## src/rtl/rv32_hazard_ctrl_if.sv

```systemverilog
// Hazard-controller bundle: pipeline hazard inputs plus stall/flush/cancel controls and status.
interface rv32_hazard_ctrl_if #(
    parameter int CNT_WIDTH = 32
);
    logic [4:0]           id_rs1_in;
    logic [4:0]           id_rs2_in;
    logic                 id_rs1_used_in;
    logic                 id_rs2_used_in;
    logic [4:0]           ex_rd_in;
    logic                 ex_rd_writeback_in;
    logic                 ex_mem_read_en_in;
    logic [4:0]           mem_rd_in;
    logic                 mem_rd_writeback_in;
    logic                 mem_req_in;
    logic                 mem_ready_in;
    logic                 branch_taken_in;
    logic                 fetch_stall_out;
    logic                 decode_stall_out;
    logic                 execute_stall_out;
    logic                 fetch_flush_out;
    logic                 decode_flush_out;
    logic                 execute_flush_out;
    logic                 mem_flush_out;
    logic                 mem_cancel_out;
    logic                 timeout_err_out;
    logic [CNT_WIDTH-1:0] stall_count_out;

    modport master (
        output id_rs1_in, id_rs2_in, id_rs1_used_in, id_rs2_used_in,
               ex_rd_in, ex_rd_writeback_in, ex_mem_read_en_in,
               mem_rd_in, mem_rd_writeback_in, mem_req_in, mem_ready_in,
               branch_taken_in,
        input  fetch_stall_out, decode_stall_out, execute_stall_out,
               fetch_flush_out, decode_flush_out, execute_flush_out,
               mem_flush_out, mem_cancel_out, timeout_err_out, stall_count_out
    );

    modport slave (
        input  id_rs1_in, id_rs2_in, id_rs1_used_in, id_rs2_used_in,
               ex_rd_in, ex_rd_writeback_in, ex_mem_read_en_in,
               mem_rd_in, mem_rd_writeback_in, mem_req_in, mem_ready_in,
               branch_taken_in,
        output fetch_stall_out, decode_stall_out, execute_stall_out,
               fetch_flush_out, decode_flush_out, execute_flush_out,
               mem_flush_out, mem_cancel_out, timeout_err_out, stall_count_out
    );
endinterface

```

## src/rtl/rv32_hazard_ctrl.sv

```systemverilog
// rv32 pipeline hazard controller: branch flush, mem wait/timeout FSM, RAW stalls, stall counter.
// Build option RV32_FORWARD_EN: with EX/MEM forwarding only load-use hazards stall.
module rv32_hazard_ctrl #(
    parameter int MEM_TIMEOUT = 16,
    parameter int CNT_WIDTH   = 32
) (
    input  logic               clk,
    input  logic               reset,
    rv32_hazard_ctrl_if.slave  hz
);
    localparam int WW = (MEM_TIMEOUT < 2) ? 1 : $clog2(MEM_TIMEOUT + 1);
    localparam logic [WW-1:0] TIMEOUT_V = WW'(MEM_TIMEOUT);

    typedef enum logic {RUN = 1'b0, WAIT = 1'b1} state_t;

    state_t               state, state_nxt;
    logic [WW-1:0]        wait_cnt, wait_nxt;
    logic                 err, err_set;
    logic [CNT_WIDTH-1:0] cnt;

    logic fs, ds, es, ff, df, ef, mf, mc;
    logic hazard;

    function automatic logic reads(input logic [4:0] rd);
        return (rd != 5'd0) &&
               ((hz.id_rs1_used_in && (hz.id_rs1_in == rd)) ||
                (hz.id_rs2_used_in && (hz.id_rs2_in == rd)));
    endfunction

`ifdef RV32_FORWARD_EN
    logic unused_fwd;
    assign unused_fwd = ^{hz.mem_rd_in, hz.mem_rd_writeback_in};
    assign hazard = hz.ex_mem_read_en_in && hz.ex_rd_writeback_in && reads(hz.ex_rd_in);
`else
    // Writeback-stage producers are covered by the decode bypass, so only EX and MEM are checked.
    assign hazard = (hz.ex_rd_writeback_in && reads(hz.ex_rd_in)) ||
                    (hz.mem_rd_writeback_in && reads(hz.mem_rd_in));
`endif

    always_comb begin
        fs = 1'b0; ds = 1'b0; es = 1'b0;
        ff = 1'b0; df = 1'b0; ef = 1'b0;
        mf = 1'b0; mc = 1'b0;
        state_nxt = state;
        wait_nxt  = wait_cnt;
        err_set   = 1'b0;
        if (hz.branch_taken_in) begin
            ff = 1'b1; df = 1'b1; ef = 1'b1;
            mc = hz.mem_req_in;
            state_nxt = RUN;
            wait_nxt  = '0;
        end else if (state == WAIT && !hz.mem_ready_in) begin
            if (wait_cnt < TIMEOUT_V) begin
                fs = 1'b1; ds = 1'b1; es = 1'b1; mf = 1'b1;
                wait_nxt = wait_cnt + 1'b1;
            end else begin
                mf = 1'b1; mc = 1'b1;
                err_set   = 1'b1;
                state_nxt = RUN;
                wait_nxt  = '0;
            end
        end else if (state == RUN && hz.mem_req_in && !hz.mem_ready_in) begin
            fs = 1'b1; ds = 1'b1; es = 1'b1; mf = 1'b1;
            state_nxt = WAIT;
            wait_nxt  = WW'(1);
        end else begin
            if (state == WAIT) begin
                state_nxt = RUN;
                wait_nxt  = '0;
            end
            if (hazard) begin
                fs = 1'b1; ds = 1'b1; ef = 1'b1;
            end
        end
    end

    always_ff @(posedge clk) begin
        if (reset) begin
            state    <= RUN;
            wait_cnt <= '0;
            err      <= 1'b0;
            cnt      <= '0;
        end else begin
            state    <= state_nxt;
            wait_cnt <= wait_nxt;
            if (err_set)
                err <= 1'b1;
            if ((fs || ds || es) && (cnt != '1))
                cnt <= cnt + 1'b1;
        end
    end

    always_comb begin
        hz.fetch_stall_out   = fs;
        hz.decode_stall_out  = ds;
        hz.execute_stall_out = es;
        hz.fetch_flush_out   = ff;
        hz.decode_flush_out  = df;
        hz.execute_flush_out = ef;
        hz.mem_flush_out     = mf;
        hz.mem_cancel_out    = mc;
        hz.timeout_err_out   = err;
        hz.stall_count_out   = cnt;
    end
endmodule

```

## src/flat_wrapper.sv

```systemverilog
// flat-port wrapper written by rule: the top's interface ports become plain ports
module rv32_hazard_ctrl_flat 
#(
    parameter int MEM_TIMEOUT = 16,
    parameter int CNT_WIDTH   = 32
)
  (clk, reset, hz_id_rs1_in, hz_id_rs2_in, hz_id_rs1_used_in, hz_id_rs2_used_in, hz_ex_rd_in, hz_ex_rd_writeback_in, hz_ex_mem_read_en_in, hz_mem_rd_in, hz_mem_rd_writeback_in, hz_mem_req_in, hz_mem_ready_in, hz_branch_taken_in, hz_fetch_stall_out, hz_decode_stall_out, hz_execute_stall_out, hz_fetch_flush_out, hz_decode_flush_out, hz_execute_flush_out, hz_mem_flush_out, hz_mem_cancel_out, hz_timeout_err_out, hz_stall_count_out);
  rv32_hazard_ctrl_if #(.CNT_WIDTH(CNT_WIDTH)) hz_i ();
  input  logic clk;
  input  logic reset;
  input wire logic [$bits(hz_i.id_rs1_in)-1:0] hz_id_rs1_in;
  input wire logic [$bits(hz_i.id_rs2_in)-1:0] hz_id_rs2_in;
  input wire logic [$bits(hz_i.id_rs1_used_in)-1:0] hz_id_rs1_used_in;
  input wire logic [$bits(hz_i.id_rs2_used_in)-1:0] hz_id_rs2_used_in;
  input wire logic [$bits(hz_i.ex_rd_in)-1:0] hz_ex_rd_in;
  input wire logic [$bits(hz_i.ex_rd_writeback_in)-1:0] hz_ex_rd_writeback_in;
  input wire logic [$bits(hz_i.ex_mem_read_en_in)-1:0] hz_ex_mem_read_en_in;
  input wire logic [$bits(hz_i.mem_rd_in)-1:0] hz_mem_rd_in;
  input wire logic [$bits(hz_i.mem_rd_writeback_in)-1:0] hz_mem_rd_writeback_in;
  input wire logic [$bits(hz_i.mem_req_in)-1:0] hz_mem_req_in;
  input wire logic [$bits(hz_i.mem_ready_in)-1:0] hz_mem_ready_in;
  input wire logic [$bits(hz_i.branch_taken_in)-1:0] hz_branch_taken_in;
  output wire logic [$bits(hz_i.fetch_stall_out)-1:0] hz_fetch_stall_out;
  output wire logic [$bits(hz_i.decode_stall_out)-1:0] hz_decode_stall_out;
  output wire logic [$bits(hz_i.execute_stall_out)-1:0] hz_execute_stall_out;
  output wire logic [$bits(hz_i.fetch_flush_out)-1:0] hz_fetch_flush_out;
  output wire logic [$bits(hz_i.decode_flush_out)-1:0] hz_decode_flush_out;
  output wire logic [$bits(hz_i.execute_flush_out)-1:0] hz_execute_flush_out;
  output wire logic [$bits(hz_i.mem_flush_out)-1:0] hz_mem_flush_out;
  output wire logic [$bits(hz_i.mem_cancel_out)-1:0] hz_mem_cancel_out;
  output wire logic [$bits(hz_i.timeout_err_out)-1:0] hz_timeout_err_out;
  output wire logic [$bits(hz_i.stall_count_out)-1:0] hz_stall_count_out;
  assign hz_i.id_rs1_in = hz_id_rs1_in;
  assign hz_i.id_rs2_in = hz_id_rs2_in;
  assign hz_i.id_rs1_used_in = hz_id_rs1_used_in;
  assign hz_i.id_rs2_used_in = hz_id_rs2_used_in;
  assign hz_i.ex_rd_in = hz_ex_rd_in;
  assign hz_i.ex_rd_writeback_in = hz_ex_rd_writeback_in;
  assign hz_i.ex_mem_read_en_in = hz_ex_mem_read_en_in;
  assign hz_i.mem_rd_in = hz_mem_rd_in;
  assign hz_i.mem_rd_writeback_in = hz_mem_rd_writeback_in;
  assign hz_i.mem_req_in = hz_mem_req_in;
  assign hz_i.mem_ready_in = hz_mem_ready_in;
  assign hz_i.branch_taken_in = hz_branch_taken_in;
  assign hz_fetch_stall_out = hz_i.fetch_stall_out;
  assign hz_decode_stall_out = hz_i.decode_stall_out;
  assign hz_execute_stall_out = hz_i.execute_stall_out;
  assign hz_fetch_flush_out = hz_i.fetch_flush_out;
  assign hz_decode_flush_out = hz_i.decode_flush_out;
  assign hz_execute_flush_out = hz_i.execute_flush_out;
  assign hz_mem_flush_out = hz_i.mem_flush_out;
  assign hz_mem_cancel_out = hz_i.mem_cancel_out;
  assign hz_timeout_err_out = hz_i.timeout_err_out;
  assign hz_stall_count_out = hz_i.stall_count_out;
  rv32_hazard_ctrl #(.MEM_TIMEOUT(MEM_TIMEOUT), .CNT_WIDTH(CNT_WIDTH)) u_core (.clk(clk), .reset(reset), .hz(hz_i));
endmodule
```

## config.mk

```make
export PLATFORM = sky130hd
export DESIGN_NAME = rv32_hazard_ctrl_flat
export DESIGN_NICKNAME = d
export VERILOG_FILES = /design/src/rtl/rv32_hazard_ctrl_if.sv /design/src/rtl/rv32_hazard_ctrl.sv /design/src/flat_wrapper.sv
export SDC_FILE = /design/constraint.sdc
export NUM_CORES = 1
export LEC_CHECK = 0
export CAP_MARGIN = 5
export CORE_MARGIN = 2
export CORE_UTILIZATION = 42
export DETAILED_ROUTE_END_ITERATION = 16
export PLACE_DENSITY = 0.76
export SETUP_SLACK_MARGIN = 0.15
export SYNTH_ARGS = -nofsm -noshare
export SYNTH_HDL_FRONTEND = slang
export SYNTH_SLANG_ARGS = --single-unit
export TNS_END_PERCENT = 100
```

## constraint.sdc

```tcl
create_clock -name clk -period 2.18 [get_ports clk]
set_clock_uncertainty 0.2 [all_clocks]
set_input_delay 0.327 -clock clk [delete_from_list [all_inputs] [get_ports clk]]
set_output_delay 0.327 -clock clk [all_outputs]
set_load 0.05 [all_outputs]
```

==> metrics.cfg, run 1 <==
[sta]
worst_pin_slew_ns=0.543
rsz0062_at_grt=yes
fin_crit_ns=2.37
slew_headroom=0.638
max_freq_ghz=0.422
setup_ws_ns=-0.188
slew_viol_final=0
hold_violations=0
finalSetupViolations=28
finalCritPeriodShare=1.09

[yosys]
synth-seq-cells=39
syn_area_um2=2330
postSynthCellCount=275
synth_warnings=0
synth_area_leader_cell=dfxtp_1
postSynth.asyncResetShare=0
syn_nets=307
synth_ff_type=dfxtp_1
synth-edff-count=0
ys_seq_area_frac=0.336
avgSynthCellArea_um2=8.46
yosysUniqueCellTypes=49
synth_top_area_frac=0.336
synth_area_leaders=dfxtp_1 (34%), xnor2_1 (7.5%), nor2_1 (7.1%)

[route]
routed_via_density=5.47
drt_first_pass_iters=4
drc=0
via_count=2679
ant_nets=0
drtIter0Drc=144
wire_per_inst_um=16.7
wl_mm=8.18

[clocking]
clock-sinks=39
cts.clk_slew.worst_paths_ns=0.07
cts_hold_buf=0
htree_levels=2
clk_path_buf_depth=2
cts_buffers=5
clock_latency_ns=0.30
clockRootBuffer=clkbuf_8
cts_tree=yes

[pwr]
leakagePower_nw=1.90
powerDensity_nw_per_um2=350
power.total_mw=1.52
vdd_drop_max_v=0.000287

[worst_setup_path]
path_max_fanout=5
worst_setup_path_end_kind=flop
r2r-start=u_core.hz.stall_count_out[0]
critPathLaunch=u_core.hz.stall_count_out[0]
critPathLaunchType=flop
critPathArrivalTime_ns=2.36
path_class=reg -> reg
required_ns=2.17
r2r_cells=9

[grt]
gr-total-overflow=0
grt_pass1_vias=2685
antenna_found_initial=0
grt_pass1_wl_mm=12.2
grt_use_total=0.248
grt_max_degree=49

[die]
dieWidth_um=78.4
ioPinCount=71
row_count=27
die_height_um=78.4
die_area_um2=6150
start_util=0.428
coreArea_um2=5440

[finish]
nFillCells=334
areaGrowthSynthToFinish_pct=86.2
antenna_cells=0
layout.nets=450
drive_gt1_frac=0.514

[worst_hold_path]
worstHoldPathType=in -> reg
hold_path_depth=3
hold_start=hz_mem_ready_in

[place]
gp_congestion=0.817
dp_slack_ns=-0.715
portBuffers=69
hpwl_mm=4.81

[job]
max_cap_viol_count=0

[run_status]
violations=negative setup slack
status=finished with violations

-- layer usage --
metal	track usage	part of all wire	vias up	wire length, µm
met2	0.474	0.54	111	4440
met4	0.0702	0.019	0	158
li1	-	-	1240	-
met1	0.275	0.38	1312	3070
met5	0	0	-	0
met3	0.0506	0.062	16	503
-- final timing paths --
kind | endpoint | slack (ns)
hold reg to reg | u_core.wait_cnt[1] | 0.28
hold / removal | u_core.state | 0.19
setup reg to reg | u_core.hz.stall_count_out[23] | -0.19
setup / recovery | u_core.hz.stall_count_out[23] | -0.19
-- placed cells by master, fill, tap and decap left out, types with 6 or more instances in the layout --
cell type	n
dlygate4sd2_1	25
nor3_4	6
buf_6	22
xor2_1	14
buf_4	62
clkdlybuf4s50_1	15
dfxtp_2	15
xnor2_1	15
dfxtp_4	17
nor2b_1	10
nor2_1	40
buf_12	9
dfxtp_1	7
mux2_4	8
buf_2	9
nand2_1	12
nand3_1	12
a21oi_1	7
-- per-stage QoR --
stage	area (µm²)	std cells	TNS, ns	hold slack [ns]	utilization
final	4330	490	-2.53	0.189	0.796
after floorplan	2460	275	-2.05	0.219	-
after detailed placement	3670	460	-21.20	0.268	0.674
after global routing	4330	490	-4.21	0.202	0.796
after global placement	3670	460	-19.97	0.263	0.674
after CTS	4040	481	-1.80	0.281	0.743
-- worst max-delay path, cell delays in order (launching register included) --
cell,delay (ns)
dfxtp_4,0.36
ha_4,0.14
and2_4,0.16
nand3_4,0.09
or4_4,0.57
nand2_4,0.13
nor3_4,0.06
buf_6,0.14
nand3_1,0.10
mux2_4,0.30
-- where the power goes --
part	leakage, nW	internal, mW	total [mW]	switching, mW
clock network	0.0383	0.220	0.472	0.252
logic	1.53	0.160	0.345	0.185
registers	0.336	0.696	0.700	0.00406
total	1.90	1.08	1.52	0.441
-- kinds of logic (layout without fill, tap and decap cells) --
| kind of cell | Yosys count | after routing | synth area share |
|---|---|---|---|
| compound gates | 28 | 28 | 0.0877 |
| fa+ha+maj | 2 | 2 | 0.0108 |
| simple gates | 142 | 142 | 0.332 |
| mux | 9 | 9 | 0.0468 |
| flops | 39 | 39 | 0.336 |
| xor+xnor | 38 | 38 | 0.143 |
| buf+inv | 17 | 160 | 0.0436 |
-- timing repair --
action,4_1_cts,5_1_grt
setup endpoints to repair,61,39
cloned,0,1
setup buffers,14,8
pin swaps,27,22
gates resized for setup,157,44
-- area by class of cell --
class | instances | area (µm²) | share of cell area
repair buffers | 150 | 1420 | 0.327
well taps | 72 | 90.1 | 0.0208
inverters | 3 | 11.3 | 0.00260
multi-input cells | 219 | 1870 | 0.433
flip-flops and latches | 39 | 863 | 0.199
clock buffers | 7 | 76.3 | 0.0176
-- registers in the layout (all words and copies together), names as in the netlist --
register                   flops
u_core.wait_cnt                5
u_core.hz.stall_count_out     32
u_core.state                   1
u_core.hz.timeout_err_out      1
-- cells in the mapped netlist (2+ instances only) --
cell	instances
ha_1	2
a21o_1	2
nand2_1	13
nand3_1	15
mux2_2	7
a21oi_1	8
clkbuf_1	6
xor2_1	18
and2_1	6
and3_1	6
and4_1	3
nor2b_1	10
or2_2	2
dfxtp_1	39
a31o_2	2
nand2b_1	5
nor2_1	44
nor4_1	9
o21ai_0	5
nor3_4	2
nand3b_1	2
nand4_1	4
a32oi_1	2
xnor2_1	20
or4_1	3
mux2_4	2
nor3_1	9
buf_6	3
buf_4	4
inv_1	3
Power figures use the tool's default switching activity.
==> run 2: changes to the inputs <==
--- a/config.mk
+++ b/config.mk
@@ -8,7 +8,9 @@
 export CAP_MARGIN = 5
 export CORE_MARGIN = 2
 export CORE_UTILIZATION = 42
+export CTS_CLUSTER_SIZE = 10
 export DETAILED_ROUTE_END_ITERATION = 16
+export HOLD_SLACK_MARGIN = 0.12
 export PLACE_DENSITY = 0.76
 export SETUP_SLACK_MARGIN = 0.15
 export SYNTH_ARGS = -nofsm -noshare
==> results of run 2 <==
The final DEF is identical to that of run 1; final timing and power are the same.
==> run 3: changes to the inputs <==
--- a/config.mk
+++ b/config.mk
@@ -7,12 +7,14 @@
 export LEC_CHECK = 0
 export CAP_MARGIN = 5
 export CORE_MARGIN = 2
-export CORE_UTILIZATION = 42
+export CORE_UTILIZATION = 44
+export CTS_BUF_LIST = sky130_fd_sc_hd__clkbuf_8
 export CTS_CLUSTER_SIZE = 10
 export DETAILED_ROUTE_END_ITERATION = 16
 export HOLD_SLACK_MARGIN = 0.12
-export PLACE_DENSITY = 0.76
+export PLACE_DENSITY = 0.79
 export SETUP_SLACK_MARGIN = 0.15
+export SLEW_MARGIN = 15
 export SYNTH_ARGS = -nofsm -noshare
 export SYNTH_HDL_FRONTEND = slang
 export SYNTH_SLANG_ARGS = --single-unit
==> run 3 against run 2 <==
  * The flow still finishes with violations (negative setup slack)
  * Hold slack improved by 0.097 ns
  * Fmax decreased by 4.7%
  * Setup slack got worse by 0.12 ns
  * Register-to-register slack got worse by 0.06 ns
  * Combinational power increased by 12%
  * Via count increased by 5.6%
  * Largest cell class unchanged
  * Highest routed layer unchanged
  * Clock power increased by 58%
==> metrics.cfg, run 3 (synthesized netlist as in run 1, its figures left out) <==
[run_status]
status=finished with violations
violations=negative setup slack

[sta]
finalSetupViolations=32  ; +14%
finalCritPeriodShare=1.14  ; +0.0533
fin_crit_ns=2.48  ; +0.116 ns
setup_ws_ns=-0.304  ; -0.116 ns
hold_violations=0  ; unchanged
rsz0062_at_grt=yes
worst_pin_slew_ns=0.547  ; +0.00440 ns
slew_headroom=0.635  ; -0.00294
slew_viol_final=0  ; unchanged
max_freq_ghz=0.403  ; -4.7%

[worst_setup_path]
worst_setup_path_end_kind=flop
r2r_slack_ns=-0.25  ; -0.06 ns
cpPeakStageDelay_ns=0.35  ; -0.22 ns
r2r-end=u_core.hz.stall_count_out[29]
path_class=in -> reg
crit_chain=buf_6 -> xor2_1 -> nor4_2 -> a32oi_1 -> o221a_4 -> buf_8 -> nor3_4 -> buf_4 -> nand3_2 -> mux2_4
critPathArrivalTime_ns=2.48  ; +0.12 ns
slowest_stage=o221a_4
r2r_cells=9  ; unchanged
path_max_fanout=6  ; +1
critPathLaunchType=input port
r2r-start=u_core.hz.stall_count_out[10]
required_ns=2.17  ; about the same

[pwr]
switching_share=0.270  ; -0.0206
combPwrFrac=0.211  ; -0.016
p_switching_mw=0.494  ; +12%
powerDensity_nw_per_um2=410  ; +17%
clkPwrFrac=0.406  ; +0.095
power.total_mw=1.83  ; +21%
leakagePower_nw=2.03  ; +7.0%
seqPwrFrac=0.382  ; -0.079
p_int_mw=1.34  ; +24%
vdd_drop_max_v=0.000321  ; +12%

[clocking]
clk_path_buf_depth=2  ; unchanged
cts.clk_slew.worst_paths_ns=0.08  ; about the same
cts_buffers=5  ; unchanged
cts_tree=yes
clock_latency_ns=0.31  ; about the same
htree_levels=2  ; unchanged
clock-sinks=39  ; unchanged
clockRootBuffer=clkbuf_8

[grt]
gr-total-overflow=0  ; unchanged
grt_pass1_wl_mm=13.6  ; +11%
grt_use_total=0.290  ; +0.0421
grt_pass1_vias=2773  ; +3.3%
antenna_found_initial=0  ; unchanged
grt_max_degree=49  ; unchanged

[route]
wl_mm=10.2  ; +25%
drtIter0Drc=275  ; +91%
ant_nets=0  ; unchanged
drt_first_pass_iters=4  ; unchanged
wire_per_inst_um=20.9  ; +26%
routed_via_density=5.81  ; +6.2%
via_count=2829  ; +5.6%
drc=0  ; unchanged

[worst_hold_path]
worstHoldPathType=reg -> reg
min_to=u_core.hz.timeout_err_out
hold_start=u_core.hz.timeout_err_out
hold_path_depth=2  ; -1

[die]
dieWidth_um=76.7  ; -2.2%
die_area_um2=5880  ; -4.3%
ioPinCount=71  ; unchanged
row_count=26  ; -3.7%
coreArea_um2=5110  ; -6.1%
start_util=0.455  ; +0.0278
die_height_um=76.7  ; -2.2%

[job]
max_cap_viol_count=0  ; unchanged

[finish]
nFillCells=224  ; -33%
areaGrowthSynthToFinish_pct=92.1
layout.nets=448  ; -0.44%
final_common_cell=buf_4
most-common-layout-cells=buf_4 (60), nor2_1 (38), dlygate4sd2_1 (27)
post-route-util=0.875  ; +0.0786
drive_gt1_frac=0.547  ; +0.0324
antenna_cells=0  ; unchanged
largest_register_ffs=32  ; unchanged

[place]
gp_congestion=0.849  ; +3.8%
portBuffers=69  ; unchanged
hpwl_mm=4.97  ; +3.1%

run 3: repair_timing:
item / in CTS / in global routing
endpoints found under the setup margin: 64 / 41
setup buffers: 6 / 16
pin swaps: 33 / 40
hold buffers: 0 / 0
cloned: 1 / 0
resized for setup: 171 / 64
run 3: metrics by stage:
| step | hold WS, ns | instances | setup slack, ns | setup TNS (ns) | instance area [µm²] |
|---|---|---|---|---|---|
| final | 0.286 | 487 | -0.304 | -4.57 | 4470 |
| after global routing | 0.294 | 487 | -0.364 | -6.98 | 4470 |
| after CTS | 0.267 | 472 | -0.122 | -0.837 | 4110 |
| after detailed placement | 0.261 | 457 | -0.735 | -21.33 | 3660 |
| after global placement | 0.250 | 457 | -0.649 | -19.01 | 3660 |
| after floorplan | 0.219 | 275 | -0.315 | -2.05 | 2460 |
run 3: worst max-delay path, delay by kind of cell:
kind	cells	cell delay [ns]
buf+inv	3	0.43
xor+xnor	1	0.16
compound gates	2	0.50
mux	1	0.31
simple gates	3	0.75
run 3: worst max path at each step:
| stage | to | cells past startpoint | startpoint |
|---|---|---|---|
| global route | u_core.hz.stall_count_out[29] | 10 | hz_id_rs1_in[3] |
| floorplan | hz_fetch_stall_out | 8 | hz_ex_rd_in[4] |
| detailed placement | u_core.hz.stall_count_out[26] | 9 | hz_ex_rd_in[4] |
| global placement | u_core.hz.stall_count_out[12] | 8 | hz_ex_rd_in[4] |
| finish | u_core.hz.stall_count_out[29] | 10 | hz_id_rs1_in[3] |
| CTS | hz_decode_stall_out | 8 | hz_id_rs2_in[1] |
run 3: power by group through the flow:
| stage | clock network, mW | logic, mW | registers (mW) |
|---|---|---|---|
| 3_5_place_dp | 0 | 0.286 | 0.716 |
| 5_1_grt | 0.773 | 0.406 | 0.700 |
| 2_1_floorplan | 0 | 0.133 | 0.724 |
| 6_report | 0.744 | 0.387 | 0.699 |
| 4_1_cts | 0.731 | 0.315 | 0.700 |
| 3_3_place_gp | 0 | 0.280 | 0.716 |
run 3: metal layers:
metal	up-vias	global-route usage	routed length (µm)
li1	1234	-	-
met1	1364	0.308	3630
met2	179	0.525	5250
met3	52	0.0718	777
met4	0	0.151	550
met5	-	0	0
run 3: final cells by class:
cell class                 count  area [µm²]  share of cell area
sequential                    39         863               0.193
clock inverter                 3        67.6              0.0151
timing repair buffer         148        1430               0.319
multi-input combinational    219        1940               0.435
tap                           70        87.6              0.0196
inverter                       3        11.3             0.00252
clock buffer                   5        68.8              0.0154
